==> src/rtl/interrupt_ctrl_pkg.sv <==
// Shared types and helpers for the interrupt controller feeding the CP0 register file.
package interrupt_ctrl_pkg;

    localparam int NUM_IRQ = 8;

    typedef enum logic [1:0] {
        ST_IDLE,
        ST_REQ,
        ST_ENTER,
        ST_SERVICE
    } irq_state_t;

    // Lowest set index wins; returns 0 for an empty vector (caller guards with |vec).
    function automatic logic [2:0] lowest_pending(input logic [NUM_IRQ-1:0] vec);
        logic [2:0] idx;
        idx = 3'd0;
        for (int i = NUM_IRQ - 1; i >= 0; i--) begin
            if (vec[i]) idx = 3'(i);
        end
        return idx;
    endfunction

endpackage

==> src/rtl/interrupt_ctrl_sync.sv <==
// Per-line synchronizer chain followed by a rising-edge detector on the synced level.
module irq_sync_edge
    import interrupt_ctrl_pkg::*;
#(
    parameter int SYNC_STAGES = 2
) (
    input  logic clk,
    input  logic rst,
    input  logic irq_async,
    output logic level,
    output logic rise
);

    logic [SYNC_STAGES-1:0] chain;
    logic                   level_d;

    always_ff @(posedge clk) begin
        if (rst) begin
            chain   <= '0;
            level_d <= 1'b0;
        end else begin
            chain   <= {chain[SYNC_STAGES-2:0], irq_async};
            level_d <= chain[SYNC_STAGES-1];
        end
    end

    assign level = chain[SYNC_STAGES-1];
    assign rise  = chain[SYNC_STAGES-1] & ~level_d;

endmodule

==> src/rtl/interrupt_ctrl.sv <==
// Single-level interrupt controller: synchronizes IRQ lines, tracks pending bits, handshakes
// with the pipeline and drives the CP0 EPC/CAUSE/STATUS write strobes.
module interrupt_ctrl
    import interrupt_ctrl_pkg::*;
#(
    parameter int          SYNC_STAGES   = 2,
    parameter logic [7:0]  IRQ_EDGE_MASK = 8'hFF,
    parameter logic [31:0] HANDLER_ADDR  = 32'h0000_0010
) (
    input  logic        clk,
    input  logic        rst,
    input  logic [7:0]  irq_in,
    input  logic        status_ie,
    input  logic        int_ack,
    input  logic [31:0] epc_in,
    input  logic        eret,
    output logic        int_req,
    output logic        redirect,
    output logic [31:0] redirect_pc,
    output logic        en_w_epc,
    output logic [31:0] data_w_epc,
    output logic [2:0]  interrupter_no,
    output logic        en_w_status_reset,
    output logic        en_w_status_set,
    output logic [7:0]  pending
);

    logic [7:0] sync_level;
    logic [7:0] sync_rise;
    logic [7:0] take_clr;
    irq_state_t state;

    for (genvar i = 0; i < NUM_IRQ; i++) begin : g_sync
        irq_sync_edge #(.SYNC_STAGES(SYNC_STAGES)) u_sync (
            .clk      (clk),
            .rst      (rst),
            .irq_async(irq_in[i]),
            .level    (sync_level[i]),
            .rise     (sync_rise[i])
        );
    end

    always_comb begin
        take_clr = '0;
        if (state == ST_REQ && int_ack) take_clr[interrupter_no] = 1'b1;
    end

    // Edge lines: a new rising edge beats the clear of the line being taken in the same cycle.
    always_ff @(posedge clk) begin
        if (rst) begin
            pending <= '0;
        end else begin
            pending <= (IRQ_EDGE_MASK & ((pending & ~take_clr) | sync_rise))
                     | (~IRQ_EDGE_MASK & sync_level);
        end
    end

    always_ff @(posedge clk) begin
        if (rst) begin
            state             <= ST_IDLE;
            int_req           <= 1'b0;
            redirect          <= 1'b0;
            redirect_pc       <= '0;
            en_w_epc          <= 1'b0;
            data_w_epc        <= '0;
            interrupter_no    <= '0;
            en_w_status_reset <= 1'b0;
            en_w_status_set   <= 1'b0;
        end else begin
            en_w_epc          <= 1'b0;
            en_w_status_reset <= 1'b0;
            redirect          <= 1'b0;
            redirect_pc       <= '0;
            en_w_status_set   <= eret;
            case (state)
                ST_IDLE: begin
                    if (status_ie && (|pending) && !eret) begin
                        state          <= ST_REQ;
                        interrupter_no <= lowest_pending(pending);
                        int_req        <= 1'b1;
                    end
                end
                ST_REQ: begin
                    if (int_ack) begin
                        state             <= ST_ENTER;
                        data_w_epc        <= epc_in;
                        int_req           <= 1'b0;
                        en_w_epc          <= 1'b1;
                        en_w_status_reset <= 1'b1;
                        redirect          <= 1'b1;
                        redirect_pc       <= HANDLER_ADDR;
                    end else if (!status_ie) begin
                        state   <= ST_IDLE;
                        int_req <= 1'b0;
                    end
                end
                ST_ENTER: begin
                    state <= ST_SERVICE;
                end
                ST_SERVICE: begin
                    if (eret) state <= ST_IDLE;
                end
                default: begin
                    state <= ST_IDLE;
                end
            endcase
        end
    end

endmodule

==> config.mk <==
export PLATFORM = sky130hd
export DESIGN_NAME = interrupt_ctrl
export DESIGN_NICKNAME = d
export VERILOG_FILES = /design/src/rtl/interrupt_ctrl_pkg.sv /design/src/rtl/interrupt_ctrl_sync.sv /design/src/rtl/interrupt_ctrl.sv
export SDC_FILE = /design/constraint.sdc
export NUM_CORES = 1
export LEC_CHECK = 0
export CAP_MARGIN = 30
export CORE_ASPECT_RATIO = 1.5
export CORE_UTILIZATION = 41
export DETAILED_ROUTE_END_ITERATION = 8
export PLACE_DENSITY = 0.86
export SYNTH_ARGS = -nofsm -noshare
export SYNTH_HDL_FRONTEND = slang
export SYNTH_SLANG_ARGS = --single-unit
==> constraint.sdc <==
create_clock -name clk -period 4.6 [get_ports clk]
set_clock_uncertainty 0.15 [all_clocks]
set_input_delay 1.15 -clock clk [delete_from_list [all_inputs] [get_ports clk]]
set_output_delay 1.15 -clock clk [all_outputs]
set_load 0.005 [all_outputs]
---- After elaboration in Yosys (flattened, before gate mapping) ----
Index checks and enable logic that the tools add are counted.
storage, ports and cells
  output and inout port bits .............. 80
  input bits .............................. 45
  word-level logic and storage cells ...... 87
  register bits ........................... 104
cells by class
  equal/unequal tests ..................... 6
  reduce and logical (&&, ||, !) cells .... 13
  magnitude comparators ................... 2
  mux-type cells .......................... 22
  bitwise gates (word level) .............. 20
operator list
  operator            number
  $mux 3              8
  $not 1->1           9
  $and 1x1->1         8
  $and 8x8->8         1
  $mux 2              4
  $mux 8              1
  $not 8->8           1
  $or 8x8->8          1
  $pmux 2 s4          1
  $reduce_or 8->1     1
  $reduce_and 3->1    2
  $mux 1              5
  $mux 5              1
  $eq 2x2->1 const B  2
  $logic_and 1x1->1   4
  $lt 3x4->1 const B  1
  $ne 2x2->1 const B  2
  $reduce_and 2->1    2
  $demux 1 s3         1
  $ge 3x1->1 const B  1
  $ne 3x3->1 const B  1
  $eq 2x1->1 const B  1
  $logic_not 2->1     1
  $pmux 1 s2          1
  3 further kinds     3

---- Longest topological paths before layout ----
  word-level depth ........................ 8
  depth in mapped cells ................... 6
  depth with buffers taken out ............ 4

---- By module ----
From an unflattened synthesis, not the netlist that was laid out.
second synthesis, totals
  cells, all modules ...................... 313
  area, all modules ....................... 2773.9 um^2
modules (own cells, without submodules)
  module          area each (um^2)  instances  cells an instance  seq. area each (um^2)
  interrupt_ctrl  2073.2            1          257                960.9
  irq_sync_edge   87.6              8          7                  60.1

---- Least setup slack after synthesis ----
OpenSTA, ideal clock, no wires.
  path type ............................... input port to flip-flop
  from .................................... input eret
  to ...................................... register interrupter_no[1]
  data arrival time ....................... 2.042 ns
  setup time .............................. 0.067 ns
  cell stages on the path ................. 4
  data required time ...................... 4.383 ns
  slack ................................... 2.341 ns
  path buffers ............................ 0
  cells stage by stage .................... nor4b_4 -> o21ai_2 -> a2111o_1 -> a21oi_2
between the ends
  word-level cells in the longest chain between the ends .. 3
RTL lines
  element                            line                  text
  from (decl)                        interrupt_ctrl.sv:16  input logic eret,
  $logic_not 1->1                    interrupt_ctrl.sv:77  if (status_ie && (|pending) && !eret) begin
  $logic_and 1x1->1                  interrupt_ctrl.sv:77
  $reduce_and 2->1 (no source line)  n/a
  to (signal assigned)               interrupt_ctrl.sv:79  interrupter_no <= lowest_pending(pending);
  to (decl)                          interrupt_ctrl.sv:22  output logic [2:0] interrupter_no,
Every way passes these cells.
A chain may end at the register's enable or synchronous reset.

---- Final worst setup path ----
  from .................................... register interrupter_no[2]
  to ...................................... output interrupter_no[2]
No word-level cell between the ends.

==> impl_metrics.toml <==
[status]
run_status = "finished, final reports clean"

[setup_path]
max_stage_delay_ns = 0.56
crit_start = "interrupter_no[2]$_SDFFE_PP0P_"
worst_setup_start_kind = "flop"
cpLargestDelayFamily = "buffers and inverters"
cells_along_the_critical_path = "clkdlybuf4s50_1"
crit-reg2reg-capture = "interrupter_no[1]$_SDFFE_PP0P_"
worst_r2r_startpoint = "pending[4]$_SDFF_PP0_"
cp_num_buf_inv = 1
worstPathArrival_ns = 1.39
timing.critical_path.slowest_stage_cell = "sky130_fd_sc_hd__clkdlybuf4s50_1"
critical_path.endpoint_type = "output port"
cp.required_ns = 3.30
regToRegSetupSlack_ns = 2.87
worstSetupPathType = "flop to output port"
critical_path_peak_fanout = 7
reg2reg_depth = 4

[grt]
antenna_found_initial = 0
globalRouteOverflowTotal = 0
groute.usage.overall_pct = 16.6
grt_pass1_vias = 1914
grt_start_max_net_pins = 48
wire_length_of_the_first_global_routing_pass_um = 8590

[synthesis]
async_flop_share_pct = 0
share_of_yosys_cell_area_claimed_by_the_top_area_cell_type_pct = 53.2
syn_inst = 309
synth_area_um2 = 2710
avg_inst_size_synth_um2 = 8.77
top_area_cells_in_the_synthesized_netlist = "sky130_fd_sc_hd__dfxtp_1 53%, sky130_fd_sc_hd__nand2_1 9.8%, sky130_fd_sc_hd__buf_4 9.4%, sky130_fd_sc_hd__a21oi_1 8.5%, sky130_fd_sc_hd__nor2b_1 6.2%"
synth_edf_count = 0
synthDominantAreaCellType = "sky130_fd_sc_hd__dfxtp_1"
ys_seq_area_share_pct = 53.2
synth.yosys.warnings = 0
synth.ff_latch_count = 72
synthDistinctLibCells = 24
synth-main-ff-cell = "sky130_fd_sc_hd__dfxtp_1"
synth.most_common_cell = "sky130_fd_sc_hd__dfxtp_1"
netlist_top_cells_count = "72 x sky130_fd_sc_hd__dfxtp_1, 71 x sky130_fd_sc_hd__nand2_1, 46 x sky130_fd_sc_hd__a21oi_1"

[sta]
timing_max_transition_violations_final = 0
report.final.setup_viol = 0
finalHoldViolations = 0
max_slew.worst_pin.slew_ns = 0.861
final.min_clock_period_ns = 2.69
finalHoldWorstSlack_ns = 0.288
post-route-period-util_pct = 58.4
grt_setup_unrepaired = "false"
worst_slew_margin_rel_pct = 42.6
post-route-worst-setup-slack_ns = 1.91
setup-tns-final_ns = 0
clock.fmax_mhz = 372

[detailed_routing]
routed_wl_um = 5590
number_of_remaining_drc_errors = 0
drt_first_iter_violations = 124
viasPerCell = 4.66
drt_pre_antenna_iters = 4
detail_route.wl_per_cell_um = 11.8
detail-route-antenna-nets = 0
dr_total_vias = 2212

[clock_tree]
cts_hold_buffers = 0
ctsRootBufferMaster = "sky130_fd_sc_hd__clkbuf_8"
cts-resized-gates = 0
post_cts_repair_timing_setup_buffer_count = 0
cts_buffer_depth = 2
cts_tree = "done"
cts_inserted_buffers = 9
htree_levels = 3
cts_num_sinks = 72
path_clk_slew_ns = 0.08
clkLatencyLatePin_ns = 0.33

[place]
preCtsSetupSlack_ns = 1.70
gpl.final_weighted_congestion = 0.837
detailedPlacementHpwl_um = 3820
buffer_ports.inserted = 93

[floorplan]
floorplan.rows = 35
core_region_area_um2 = 6260
die_w_um = 68.4
ioPinCount = 125
die-height_um = 102
initial_utilization_pct = 43.3
die_ar_um2 = 6950

[hold_path]
min-delay-start = "g_sync[0].u_sync.chain[0]$_SDFF_PP0_"
min_path_cells = 1
worst_hold_path.endpoint = "g_sync[0].u_sync.chain[1]$_SDFF_PP0_"
hold_class = "flop to flop"

[power_and_ir_drop]
design_power_total_w = 0.00129
worst_ir_drop_vdd_v = 0.000300
static_leakage_power_nw = 1.37
power-per-cell-area_nw_per_um2 = 346

[job]
max_cap_viol_count = 0

[cells_and_area]
fin_util_pct = 59.6
area_growth_syn_to_fin_pct = 37.6
fillers = 555
share_of_layout_cells_above_drive_strength_1_pct = 5.74
design.final.nets = 441
antennaDiodeCount = 0
-- flip-flops by register name, indices dropped and copies added, names as in the netlist, named ones only --
name                   count
g_sync.u_sync.chain       16
redirect_pc                1
en_w_status_set            1
pending                    8
data_w_epc                32
interrupter_no             3
g_sync.u_sync.level_d      8
int_req                    1
state                      1
-- cell type report --
cell class | count | area [um^2] | share of cell area, %
sequential | 72 | 1440 | 38.6
multi-input combinational | 216 | 1050 | 28.2
timing repair buffer | 96 | 948 | 25.4
clock buffer | 11 | 151 | 4.06
tap | 74 | 92.6 | 2.48
clock inverter | 5 | 38.8 | 1.04
inverter | 1 | 3.75 | 0.101
-- routing by layer --
| layer | share of wire (%) | up-vias | global-route usage, % |
|---|---|---|---|
| met2 | 52 | 92 | 28.2 |
| li1 | - | 1106 | - |
| met1 | 40 | 1003 | 18.5 |
| met5 | 0 | - | 0 |
| met4 | 2.2 | 0 | 9.29 |
| met3 | 6.2 | 11 | 3.83 |
-- through the flow --
step / instances / area, um^2
2_1_floorplan: 339 / 2820
3_3_place_gp: 459 / 3540
3_5_place_dp: 459 / 3540
4_1_cts: 475 / 3730
5_1_grt: 475 / 3730
6_report: 475 / 3730
-- cell families after synthesis --
kind of cell / after synthesis / share of synthesized area, %
and+or+nand+nor: 122 / 22.0
other: 1 / 0.138
buffers and inverters: 51 / 12.1
AOI/OAI and AO/OA: 63 / 12.6
DFF: 72 / 53.2
-- worst max-delay path by stage --
stage / depth (start not counted) / endpoint / slack [ns]
CTS: 1 / interrupter_no[2] / 1.91
detailed placement: 5 / interrupter_no[1]$_SDFFE_PP0P_ / 1.70
floorplan: 4 / interrupter_no[1]$_SDFFE_PP0P_ / 2.34
global route: 1 / interrupter_no[2] / 1.89
finish: 1 / interrupter_no[2] / 1.91
global placement: 5 / interrupter_no[1]$_SDFFE_PP0P_ / 1.75
-- layout by cell type (no fill, tap or decap), types with 2 or more instances in the layout --
cell and n:
sky130_fd_sc_hd__nand2b_1 12, sky130_fd_sc_hd__buf_4 3, sky130_fd_sc_hd__clkbuf_8 11, sky130_fd_sc_hd__o31ai_1 2
sky130_fd_sc_hd__inv_6 2, sky130_fd_sc_hd__conb_1 31, sky130_fd_sc_hd__o21ai_0 9, sky130_fd_sc_hd__clkdlybuf4s50_1 92
sky130_fd_sc_hd__nor2b_1 27, sky130_fd_sc_hd__or4_1 2, sky130_fd_sc_hd__nand3b_1 2, sky130_fd_sc_hd__nor2_1 6
sky130_fd_sc_hd__a21oi_1 46, sky130_fd_sc_hd__dfxtp_1 72, sky130_fd_sc_hd__nand2_1 71
-- power breakdown --
part | switching (W) | leakage (nW) | total [W] | internal, W
Clock | 0.000232 | 0.0963 | 0.000461 | 0.000229
Combinational | 0.0000664 | 0.685 | 0.000158 | 0.0000919
Sequential | 0.0000197 | 0.587 | 0.000672 | 0.000652
-- worst reg2reg max path: cells and delay by family (launching register included) --
kind | cells | cell delay (ns)
compound gates | 3 | 0.50
flops | 1 | 0.36
simple gates | 1 | 0.58
Power figures use the tool's default switching activity.
